## src/rtl/packed_reg_arbiter.sv

```systemverilog
// packed_reg_arbiter: two-requester round-robin arbiter writing bit/byte/half/word fields of a 32-bit register
module packed_reg_arbiter #(
  parameter logic [31:0] RESET_VAL = 32'h0000_0000
) (
  input  logic        clk,
  input  logic        rst_n,
  input  logic        clr,
  input  logic [1:0]  req_valid,
  output logic [1:0]  req_ready,
  input  logic [1:0]  req0_op,
  input  logic [1:0]  req1_op,
  input  logic [4:0]  req0_addr,
  input  logic [4:0]  req1_addr,
  input  logic [31:0] req0_wdata,
  input  logic [31:0] req1_wdata,
  output logic [31:0] arr_q,
  output logic        wr_done,
  output logic        wr_id,
  output logic [7:0]  wr_cnt
);
  typedef enum logic {IDLE, COMMIT} state_t;
  state_t      state, state_n;
  logic        rr_ptr, grant, accept;
  logic [1:0]  stg_op;
  logic [4:0]  stg_addr, sh;
  logic [31:0] stg_wdata, wmask, arr_n;
  logic        stg_id;
  // grant selection, handshake strobes and next state
  always_comb begin
    grant     = (&req_valid) ? rr_ptr : req_valid[1];
    accept    = state == IDLE && !clr && |req_valid;
    req_ready = accept ? (grant ? 2'b10 : 2'b01) : 2'b00;
    wr_done   = state == COMMIT && !clr;
    wr_id     = stg_id;
    state_n   = accept ? COMMIT : IDLE;
  end
  // field placement: a field of width w sits at a w-aligned offset taken from addr
  always_comb begin
    sh    = stg_op == 2'd0 ? stg_addr : stg_op == 2'd1 ? {stg_addr[4:3], 3'b000} :
            stg_op == 2'd2 ? {stg_addr[4], 4'b0000} : 5'd0;
    wmask = stg_op == 2'd0 ? 32'h0000_0001 : stg_op == 2'd1 ? 32'h0000_00FF :
            stg_op == 2'd2 ? 32'h0000_FFFF : 32'hFFFF_FFFF;
    arr_n = (arr_q & ~(wmask << sh)) | ((stg_wdata & wmask) << sh);
  end
  // state register
  always_ff @(posedge clk or negedge rst_n)
    if (!rst_n) state <= IDLE;
    else state <= state_n;
  // staging captures only the granted requester's payload on accept
  always_ff @(posedge clk or negedge rst_n)
    if (!rst_n) begin
      stg_op    <= '0;
      stg_addr  <= '0;
      stg_wdata <= '0;
      stg_id    <= 1'b0;
    end else if (accept) begin
      stg_op    <= grant ? req1_op : req0_op;
      stg_addr  <= grant ? req1_addr : req0_addr;
      stg_wdata <= grant ? req1_wdata : req0_wdata;
      stg_id    <= grant;
    end
  // array, commit counter and round-robin pointer; clr leaves the pointer alone
  always_ff @(posedge clk or negedge rst_n)
    if (!rst_n) begin
      arr_q  <= RESET_VAL;
      wr_cnt <= '0;
      rr_ptr <= 1'b0;
    end else if (clr) begin
      arr_q  <= RESET_VAL;
      wr_cnt <= '0;
    end else if (wr_done) begin
      arr_q  <= arr_n;
      wr_cnt <= wr_cnt + {7'd0, wr_cnt != 8'hFF};
      rr_ptr <= ~stg_id;
    end
endmodule

```

## config.mk

```make
export PLATFORM = sky130hd
export DESIGN_NAME = packed_reg_arbiter
export DESIGN_NICKNAME = d
export VERILOG_FILES = /design/src/rtl/packed_reg_arbiter.sv
export SDC_FILE = /design/constraint.sdc
export NUM_CORES = 1
export LEC_CHECK = 0
export CAP_MARGIN = 40
export CORE_MARGIN = 2
export CORE_UTILIZATION = 53
export CTS_BUF_LIST = sky130_fd_sc_hd__clkbuf_4
export DETAILED_ROUTE_END_ITERATION = 7
export GPL_TIMING_DRIVEN = 0
export PLACE_DENSITY_LB_ADDON = 0.12
export SLEW_MARGIN = 20
export SYNTH_ARGS = -nofsm -noshare
export SYNTH_HDL_FRONTEND = slang
export SYNTH_SLANG_ARGS = --single-unit
export TNS_END_PERCENT = 100
```

## constraint.sdc

```tcl
create_clock -name clk -period 5.4 [get_ports clk]
set_clock_uncertainty 0.1 [all_clocks]
set_input_delay 1.08 -clock clk [delete_from_list [all_inputs] [get_ports clk]]
set_output_delay 1.08 -clock clk [all_outputs]
set_load 0.01 [all_outputs]
```

Word level (Yosys, flattened, before mapping):

Cells that the tools add are included.

* bits in registers: 82
* output and inout port bits: 44
* logic and storage cells: 47

* $add $sub $neg: 1
* eq/ne operators: 3
* shifts and indexed selects: 2
* muxes and demuxes: 17
* bitwise operators: 7
* reduce and logical (&&, ||, !) cells: 9

Operators by type and width (count)
* two-way mux 32 bit: 6
* bitwise AND 32 bit: 2
* << shifter 32 x 5 -> 32 bit: 2
* inverter 32 bit: 1
* OR 32 bit: 1
* two-way mux 5 bit: 4
* two-way mux 8 bit: 2
* adder 8 x 1 -> 8 bit: 1
* != test 8 bit, second input constant: 1
* two-way mux 2 bit: 3
* AND reduction 2 bit: 2
* logical AND 1 bit: 3
* inverter 1 bit: 3
* equality test 2 x 1 -> 1 bit, second input constant: 1
* equality test 2 bit, second input constant: 1
* logical NOT 2 bit: 1
* two-way mux 1 bit: 2
* nonzero test 2 bit: 1
* OR reduction 2 bit: 1
* logical NOT 1 bit: 1

Depth between registers and ports, before layout:

Gate-level depths: netlist of run 1.

* depth after elaboration: 10
* gate-level depth with buffers: 8
* mapped depth without buffers: 8

Worst setup path before layout of run 1:

No wires, ideal clock.

* path kind: input port to output port
* start point: input port clr
* end point: output port req_ready[0]
* arrival time: 1814 ps
* data required time: 4220 ps
* path slack: 2406 ps
* stages on the path: 4
* buffers on the path: 2
* cells stage by stage: nor2_4 -> and3_1 -> clkbuf_1 -> buf_2

* word-level cells in the longest chain between the ends: 4

Ends and longest elaborated chain
* start, declared: line 7 `input logic clr,`
* logical NOT 1 bit: line 31 `accept = state == IDLE && !clr && |req_valid;`
* logical AND 1 bit (2 in a row): line 31
* two-way mux 2 bit: line 32 `req_ready = accept ? (grant ? 2'b10 : 2'b01) : 2'b00;`
* end, declared: line 9 `output logic [1:0] req_ready,`

No other way between the ends.

Worst setup path in the final report of run 1:

Ends and elaborated chain as after synthesis.

==> summary.md, run 1 <==
| Metric | Value |
|---|---|
| Status | `finished with violations` |
| Failing checks | `DRC` |
| Most frequent cells in the layout | `clkdlybuf4s50_1 (125), dfrtp_1 (82), inv_1 (42), nand2_1 (41), a222oi_1 (40)` |
| CP required | `4.22 ns` |
| Number of antenna diodes | `0` |
| DRT Wirelength | `13700 um` |
| Sequential share of the synthesized area | `48.7%` |
| First-iteration detailed-routing DRC count | `598` |
| Endpoints failing hold | `0` |
| Post-synth top flop | `dfrtp_1` |
| IO Pins | `127` |
| Final worst setup slack | `1.00 ns` |
| Yosys top cell area share | `48.7%` |
| Syn. warnings | `0` |
| Post-CTS sizing | `0` |
| Reg2Reg Depth | `5` |
| Vias in the first global route | `4226` |
| Vias per cell | `6.35` |
| Top Metal Used | `met4` |
| Setup Viol. Count Final | `0` |
| Setup crit end | `req_ready[0]` |
| WL met1 | `5700 um` |
| Core Rows | `32` |
| Routed wl met3 | `1010 um` |
| Syn avg cell area | `9.75 sq um` |
| IO buf count | `126` |
| Remaining DRCs | `1` |
| GPL Wtd Cong | `0.893` |
| CP Data Arrival Time | `3.22 ns` |
| Netlist cell types | `50` |
| Slew Limit Headroom | `55.5%` |
| Synth Instances | `432` |
| DP Worst Slack | `1.03 ns` |
| Min-Delay Path Class | `flip-flop to flip-flop` |
| First-pass DRT Iterations | `8` |
| Inserted Clock Buffers | `9` |
| H-tree depth | `3` |
| Tcrit/Tclk final | `81.5%` |
| CP startpoint | `clr` |
| Global-route wire length before repair | `21800 um` |
| Total track usage | `32.4%` |
| Fin cells | `677` |
| Crit Reg-Reg Endpoint | `stg_wdata[16]` |
| Final Hold Slack | `0.407 ns` |
| Post-CTS setup buffer count | `0` |
| Pleak | `0.00256 uW` |
| Vias | `4301` |
| Fmax | `227 MHz` |
| Clk sink count | `82` |
| Critical path endpoint category | `output port` |
| Bufs on Longest Clock Path | `2` |
| Initial antenna violation count | `0` |
| Most common cell after layout, fill and taps aside | `clkdlybuf4s50_1` |
| CTS Hold Bufs | `0` |
| Die extent in x | `93.2 um` |
| Mapped Area | `0.00421 sq mm` |
| Syn nets | `517` |
| Post-synth EDFFs | `0` |
| Clock latency on the worst-skew pair | `0.42 ns` |
| Share of cells above drive strength 1 | `7.30%` |
| # fillers | `590` |
| Post-synth ARST share | `100%` |
| Final worst path period need | `4.40 ns` |
| CTS tree | `yes` |
| Die Span Y | `93.2 um` |
| Post-Place Cells | `661` |
| Post-route ant nets | `0` |
| FF+latch count, synth | `82` |
| Synth area leader | `dfrtp_1` |
| WS Path Type | `input pin to output port` |
| Synthesis-to-finish area growth | `36.6%` |
| Critical path peak fanout | `10` |
| DR WL/cell | `20.2 um` |
| HPWL after DPL | `10400 um` |
| Nets | `655` |
| Worst-Margin Slew | `0.662 ns` |
| Setup TNS Final | `0 ns` |
| Worst setup SP type | `input pin` |
| RSZ-0062 raised after global routing | `false` |
| Largest net degree at the start of global routing | `43` |
| DIE AREA | `0.00868 sq mm` |
| Maximum vdd drop | `0.152 mV` |
| Finished Core Util | `74.5%` |
| Critical R2R Launch | `state` |
| Core ar. | `0.00773 sq mm` |
| Slew Limit Fails | `0` |
| Total gr overflow | `0` |
| Max_cap viols | `0` |
| Pwr/cell area | `290 mW/mm^2` |
| Initial core utilization | `54.5%` |
| DR WL met2 | `6580 um` |
| Top post-synthesis cells by area | `dfrtp_1 (49%), a222oi_1 (9.5%), inv_1 (3.7%), nand2_1 (3.7%), o21ai_0 (2.6%)` |
| Clk root buf | `clkbuf_4` |
| Reg clk slew, reported paths | `0.13 ns` |
| R2r setup slk | `3.26 ns` |
## worst min path at each step
stage                   from             to  depth (start not counted)
2_1_floorplan  stg_wdata[14]  stg_wdata[14]                          2
4_1_cts                wr_id         rr_ptr                          1
3_3_place_gp           wr_id         rr_ptr                          1
5_1_grt        stg_wdata[14]  stg_wdata[14]                          2
6_report               wr_id         rr_ptr                          1
3_5_place_dp   stg_wdata[25]      arr_q[25]                          2
## through the flow
stage | area, sq um | total power, uW
floorplan | 4210 | 1060
global placement | 5600 | 1290
detailed placement | 5620 | 1300
CTS | 5760 | 1660
global route | 5760 | 1750
finish | 5760 | 1670
## synthesized netlist by cell type (3+ instances only)
cell type / count
or3_1: 4
and2_1: 3
dfrtp_1: 82
a31oi_1: 7
nor2_1: 13
a222oi_1: 40
o211ai_1: 13
a221oi_1: 6
a21oi_1: 17
a22oi_1: 3
nor2b_1: 8
inv_1: 42
buf_2: 14
buf_6: 3
nand2_1: 41
o21ai_1: 4
and3_1: 6
a22o_1: 3
a21o_1: 3
o31ai_1: 6
nand3_1: 13
nand2b_1: 8
o21ai_0: 22
xor2_1: 4
mux2i_1: 3
nand4_1: 5
a32o_1: 6
a221o_1: 6
clkbuf_1: 18
## report_power, final
group	leakage [uW]	total, uW	internal, uW	switching, uW
sequential	0.00108	773	695	78.2
combinational	0.00141	534	232	301
clock	0.0000729	361	150	211
total	0.00256	1670	1080	590
## cell type report
cell class | instances | area [sq um] | share of cell area [%]
clock inverter | 5 | 55.1 | 0.956
inverter | 43 | 161 | 2.80
buffer | 36 | 179 | 3.11
tap | 102 | 128 | 2.22
timing repair buffer | 127 | 1280 | 22.2
sequential | 82 | 2050 | 35.6
multi-input combinational | 271 | 1820 | 31.6
clock buffer | 11 | 82.6 | 1.43
## cell families after synthesis
group | Yosys count | synth area share, %
AND/OR/NAND/NOR | 119 | 14.8
adder cells (fa/ha/maj) | 2 | 0.594
AO/OA/AOI/OAI | 143 | 26.3
flip-flops | 82 | 48.7
multiplexers | 3 | 0.713
buffers and inverters | 79 | 8.08
XOR/XNOR | 4 | 0.831
## worst max-delay path, stage by stage
cell and delay [ns]:
clkdlybuf4s50_1 0.51, nor2_4 0.31, and3_1 0.20, clkbuf_1 0.23, buf_2 0.30, clkdlybuf4s50_1 0.58
## registers in the layout (all words and copies together), names as in the netlist
name	count
state	1
arr_q	32
stg_addr	5
rr_ptr	1
stg_op	2
stg_wdata	32
wr_id	1
wr_cnt	8
## metal layers
metal | GRT usage (%) | vias up
met1 | 44.1 | 2105
met5 | 0 | -
met2 | 53.0 | 244
met3 | 3.95 | 31
met4 | 12.7 | 0
li1 | - | 1921
Power figures use the tool's default switching activity.
==> inputs of run 2 (changes only) <==
--- a/config.mk
+++ b/config.mk
@@ -7,7 +7,7 @@
 export LEC_CHECK = 0
 export CAP_MARGIN = 40
 export CORE_MARGIN = 2
-export CORE_UTILIZATION = 53
+export CORE_UTILIZATION = 44
 export CTS_BUF_LIST = sky130_fd_sc_hd__clkbuf_4
 export DETAILED_ROUTE_END_ITERATION = 7
 export GPL_TIMING_DRIVEN = 0
==> constraint.sdc (replaced) <==
create_clock -name clk -period 3.9 [get_ports clk]
set_clock_uncertainty 0.1 [all_clocks]
set_input_delay 0.78 -clock clk [delete_from_list [all_inputs] [get_ports clk]]
set_output_delay 0.78 -clock clk [all_outputs]
set_load 0.01 [all_outputs]
==> run 2 against run 1 <==
  * The run now ends clean
  * Critical path type unchanged
  * Combinational power up 38%
  * Final cell count up 4.0%
  * Utilization down 12 points
  * Global-route usage down 5.1 points
  * Highest routed layer unchanged
  * Clock power up 58%
  * Via count down 1.1%
  * Final area up 1.0%
  * Worst setup slack worse by 0.90 ns
  * Die area up 20%
  * Sequential cell count unchanged
  * Total power up 42%
  * Register-to-register slack worse by 1.5 ns
==> summary.md, run 2 (synthesis gave the netlist of run 1 again) <==
| Metric | Value |
|---|---|
| Status | `finished, final reports clean` |
| Core Rows | `35` |
| Fin cells | `704` |
| Reg2Reg Depth | `6` |
| Setup Viol. Count Final | `0` |
| Post-CTS sizing | `0` |
| Register area | `0.00205 sq mm` |
| CP startpoint | `clr` |
| Vias in the first global route | `4145` |
| Clk root buf | `clkbuf_4` |
| Pleak | `0.00257 uW` |
| Post-route ant nets | `0` |
| Largest net degree at the start of global routing | `45` |
| Pwr/cell area | `409 mW/mm^2` |
| Critical path peak fanout | `10` |
| Initial antenna violation count | `0` |
| Most common cell after layout, fill and taps aside | `clkdlybuf4s50_1` |
| Top flop regs | `arr_q (32), stg_wdata (32), wr_cnt (8)` |
| CP required | `3.02 ns` |
| Post-Place Cells | `688` |
| Clock latency on the worst-skew pair | `0.43 ns` |
| DRT Wirelength | `13700 um` |
| DIE AREA | `0.0104 sq mm` |
| GPL Wtd Cong | `0.871` |
| DR WL/cell | `19.4 um` |
| Tot Pwr | `2380 uW` |
| Maximum vdd drop | `0.178 mV` |
| Setup crit end | `req_ready[0]` |
| Remaining DRCs | `0` |
| Crit Reg-Reg Endpoint | `arr_q[26]` |
| Worst-path cell chain | `clkdlybuf4s50_1 -> nor2_4 -> and3_1 -> clkbuf_1 -> buf_2 -> clkdlybuf4s50_1` |
| RSZ-0062 raised after global routing | `false` |
| Endpoints failing hold | `0` |
| # fillers | `819` |
| CP most frequent cell | `clkdlybuf4s50_1` |
| Critical R2R Launch | `stg_op[0]` |
| HPWL after DPL | `10300 um` |
| Tcrit/Tclk final | `97.4%` |
| Reg clk slew, reported paths | `0.14 ns` |
| Slew Limit Headroom | `50.7%` |
| R2r setup slk | `1.77 ns` |
| WS Path Type | `input pin to output port` |
| Die Span Y | `102 um` |
| Worst setup SP type | `input pin` |
| Levels on crit path | `6` |
| Vias | `4252` |
| IO buf count | `126` |
| CP Data Arrival Time | `2.92 ns` |
| Bufs on Longest Clock Path | `2` |
| Die extent in x | `102 um` |
| Core ar. | `0.00928 sq mm` |
| Share of cells above drive strength 1 | `7.13%` |
| CP Buf/Inv Count | `4` |
| Final worst setup slack | `0.101 ns` |
| Initial core utilization | `45.4%` |
| CTS tree | `yes` |
| First-pass DRT Iterations | `7` |
| Final worst path period need | `3.80 ns` |
| Inserted Clock Buffers | `9` |
| Area occupied by multi-input gates | `0.00182 sq mm` |
| Synthesis-to-finish area growth | `38.0%` |
| Total track usage | `27.3%` |
| Setup TNS Final | `0 ns` |
| Critical path endpoint category | `output port` |
| H-tree depth | `3` |
| Critical-path top delay cell | `clkdlybuf4s50_1` |
| Most frequent cells in the layout | `clkdlybuf4s50_1 (125), dfrtp_1 (82), inv_1 (42), nand2_1 (41), a222oi_1 (40)` |
| Final std cell area, no fill | `0.00582 sq mm` |
| IO Pins | `127` |
| CTS Hold Bufs | `0` |
| Total gr overflow | `0` |
| Max_cap viols | `0` |
| Global-route wire length before repair | `21800 um` |
| Crit path max-delay family | `buffers and inverters` |
| Worst-Margin Slew | `0.737 ns` |
| DP Worst Slack | `0.116 ns` |
| Vias per cell | `6.04` |
| Post-CTS setup buffer count | `0` |
| Min-Delay Path Class | `input pin to async pin` |
| First-iteration detailed-routing DRC count | `388` |
| Number of antenna diodes | `0` |
| Slew Limit Fails | `0` |
| Clk sink count | `82` |
| Nets | `655` |
| Fmax | `263 MHz` |
| CP max stage delay | `0.59 ns` |
| DP Area | `0.00565 sq mm` |
==> run 2: cell types whose count changed in the layout (fill, tap and decap cells not counted), sizes merged <==
cell    previous run  this run
clkinv             2         1
bufinv             1         2
==> run 2: worst min-delay path by stage <==
stage | slack (ns) | depth (start not counted) | startpoint | endpoint
2_1_floorplan | 0.35 | 2 | stg_wdata[14] | stg_wdata[14]
3_3_place_gp | 0.38 | 2 | stg_wdata[14] | stg_wdata[14]
3_5_place_dp | 0.38 | 2 | stg_wdata[11] | stg_wdata[11]
4_1_cts | 0.20 | 1 | rst_n | stg_wdata[16]
5_1_grt | 0.22 | 1 | rst_n | stg_wdata[16]
6_report | 0.18 | 1 | rst_n | stg_wdata[16]
==> run 2: final cells by class <==
cell class / count / share of cell area (%)
Multi-Input combinational cell: 271 / 31.3
Tap cell: 129 / 2.78
Inverter: 43 / 2.78
Clock buffer: 11 / 1.42
Sequential cell: 82 / 35.3
Buffer: 36 / 3.08
Timing Repair Buffer: 127 / 22.0
Clock inverter: 5 / 1.36
==> run 2: metrics by stage <==
step                      hold WS (ns)  util [%]
final                            0.185      62.6
after global placement           0.380      60.7
after detailed placement         0.383      60.9
after floorplan                  0.348         -
after CTS                        0.201      62.6
after global routing             0.223      62.6
==> run 2: where the power goes <==
part	switching [uW]	internal, uW
combinational	415	322
clock	296	273
sequential	109	962
==> run 2: layer usage <==
layer	routed length [um]	global-route usage [%]	share of wire (%)	vias to the layer above
met5	0	0	0	-
met1	5860	38.4	43	2083
met2	6510	44.1	48	243
li1	-	-	-	1910
met4	205	9.03	1.5	0
met3	1100	3.49	8.0	16
==> inputs of run 3 (changes only) <==
--- a/config.mk
+++ b/config.mk
@@ -6,9 +6,9 @@
 export NUM_CORES = 1
 export LEC_CHECK = 0
 export CAP_MARGIN = 40
-export CORE_MARGIN = 2
 export CORE_UTILIZATION = 44
 export CTS_BUF_LIST = sky130_fd_sc_hd__clkbuf_4
+export CTS_CLUSTER_DIAMETER = 30
 export DETAILED_ROUTE_END_ITERATION = 7
 export GPL_TIMING_DRIVEN = 0
 export PLACE_DENSITY_LB_ADDON = 0.12
==> run 3 against run 2 <==
  * Total power decreased by 2.3%
  * Critical endpoint unchanged
  * Maximum frequency increased by 0.40%
  * Via count decreased by 0.21%
  * Clock power decreased by 8.8%
  * Non-clock buffer count unchanged
  * Worst hold slack improved by 0.037 ns
  * Global-route usage increased by 0.47 points
==> summary.md, run 3 (synthesis gave the netlist of run 1 again) <==
| Metric | Value |
|---|---|
| Register area | `0.00205 sq mm` |
| DR WL/cell | `18.8 um` |
| Critical path endpoint category | `output port` |
| Clk root buf | `clkbuf_4` |
| Die extent in x | `99.9 um` |
| H-tree depth | `3` |
| Fmax | `264 MHz` |
| Area occupied by multi-input gates | `0.00182 sq mm` |
| Initial antenna violation count | `0` |
| Number of antenna diodes | `0` |
| Total track usage | `27.8%` |
| Most frequent cells in the layout | `clkdlybuf4s50_1 (125), dfrtp_1 (82), inv_1 (42), nand2_1 (41), a222oi_1 (40)` |
| # fillers | `807` |
| CP required | `3.02 ns` |
| CTS Hold Bufs | `0` |
| Remaining DRCs | `0` |
| Status | `finished, final reports clean` |
| HPWL after DPL | `9900 um` |
| Endpoints failing hold | `0` |
| Inserted Clock Buffers | `9` |
| Crit path max-delay family | `buffers and inverters` |
| First-pass DRT Iterations | `7` |
| Post-route ant nets | `0` |
| Synthesis-to-finish area growth | `37.6%` |
| Tcrit/Tclk final | `97.0%` |
| GPL Wtd Cong | `0.900` |
| Setup Viol. Count Final | `0` |
| Bufs on Longest Clock Path | `2` |
| Final worst path period need | `3.78 ns` |
| DRT Wirelength | `13200 um` |
| First-iteration detailed-routing DRC count | `497` |
| CP Data Arrival Time | `2.90 ns` |
| Clk sink count | `82` |
| Max_cap viols | `0` |
| Top flop regs | `arr_q (32), stg_wdata (32), wr_cnt (8)` |
| Most common cell after layout, fill and taps aside | `clkdlybuf4s50_1` |
| CP Buf/Inv Count | `4` |
| IO buf count | `126` |
| IO Pins | `127` |
| Initial core utilization | `45.6%` |
| Vias | `4243` |
| Total gr overflow | `0` |
| Setup TNS Final | `0 ns` |
| Worst setup SP type | `input pin` |
| Worst-path cell chain | `clkdlybuf4s50_1 -> nor2_4 -> and3_1 -> clkbuf_1 -> clkbuf_4 -> clkdlybuf4s50_1` |
| WS Path Type | `input pin to output port` |
| Worst-Margin Slew | `0.730 ns` |
| Core ar. | `0.00924 sq mm` |
| CTS tree | `yes` |
| Pwr/cell area | `400 mW/mm^2` |
| Maximum vdd drop | `0.198 mV` |
| Slew Limit Fails | `0` |
| Reg clk slew, reported paths | `0.15 ns` |
| Largest net degree at the start of global routing | `47` |
| RSZ-0062 raised after global routing | `false` |
| DIE AREA | `0.00997 sq mm` |
| Final Hold Slack | `0.222 ns` |
| Slew Limit Headroom | `51.0%` |
| Critical-path top delay cell | `clkdlybuf4s50_1` |
| CP max stage delay | `0.56 ns` |
| Core Rows | `35` |
| Share of cells above drive strength 1 | `7.13%` |
| CP most frequent cell | `clkdlybuf4s50_1` |
| Post-CTS setup buffer count | `0` |
| Critical path peak fanout | `10` |
| Vias in the first global route | `4080` |
| Global-route wire length before repair | `21100 um` |
| Vias per cell | `6.03` |
| Pleak | `0.00255 uW` |
| Clock latency on the worst-skew pair | `0.44 ns` |
| Nets | `655` |
| Min-Delay Path Class | `input pin to async pin` |
| Die Span Y | `99.9 um` |
## run 3: cell count changes in the layout (fill, tap and decap cells not counted)
cell	delta
bufinv_16	-1
clkbuf_4	+1
buf_2	-2
clkinv_4	+1
inv_6	+1
## run 3: worst paths after layout
kind | start | endpoint | slack, ns | depth (start not counted)
max reg2reg | stg_op[0] | arr_q[26] | 1.85 | 6
max in group asynchronous | rst_n | stg_wdata[5] | 2.84 | 2
min | rst_n | stg_wdata[16] | 0.22 | 1
max | clr | req_ready[0] | 0.12 | 6
min in group clk | wr_id | rr_ptr | 0.41 | 1
min reg2reg | wr_id | rr_ptr | 0.41 | 1
## run 3: routing by layer
| layer | global-route usage (%) | up-vias | share of wire, % |
|---|---|---|---|
| met3 | 4.32 | 23 | 7.6 |
| met2 | 45.1 | 221 | 47 |
| met1 | 37.7 | 2074 | 43 |
| li1 | - | 1925 | - |
| met4 | 10.3 | 0 | 2.6 |
| met5 | 0 | - | 0 |
## run 3: power by group
part	total (uW)	leakage, uW	internal (uW)	switching [uW]
clock network	519	0.0000707	204	315
registers	1070	0.00108	962	104
logic	736	0.00141	322	414
total	2320	0.00255	1490	833
## run 3: what timing repair did
action                                  in CTS  in global routing
endpoints found under the setup margin       0                  2
endpoints found under the hold margin        0                  0
resized for setup                            0                  2
## run 3: final cells by class
class	instances	share of cell area (%)
flip-flops and latches	82	35.4
multi-input cells	271	31.4
repair buffers	127	22.0
plain buffers	36	3.17
inverters	43	2.78
well taps	129	2.78
clock buffers	10	1.29
clock inverters	6	1.14
## run 3: through the flow
| step | util [%] | instances | area (sq um) | setup slack [ns] | power [uW] |
|---|---|---|---|---|---|
| detailed placement | 61.2 | 688 | 5650 | 0.0891 | 1800 |
| CTS | 62.7 | 704 | 5800 | 0.0771 | 2310 |
| global route | 62.8 | 704 | 5800 | 0.00940 | 2440 |
| floorplan | - | 432 | 4210 | 1.51 | 1470 |
| global placement | 61.0 | 687 | 5640 | -0.937 | 1790 |
| finish | 62.8 | 704 | 5800 | 0.116 | 2320 |
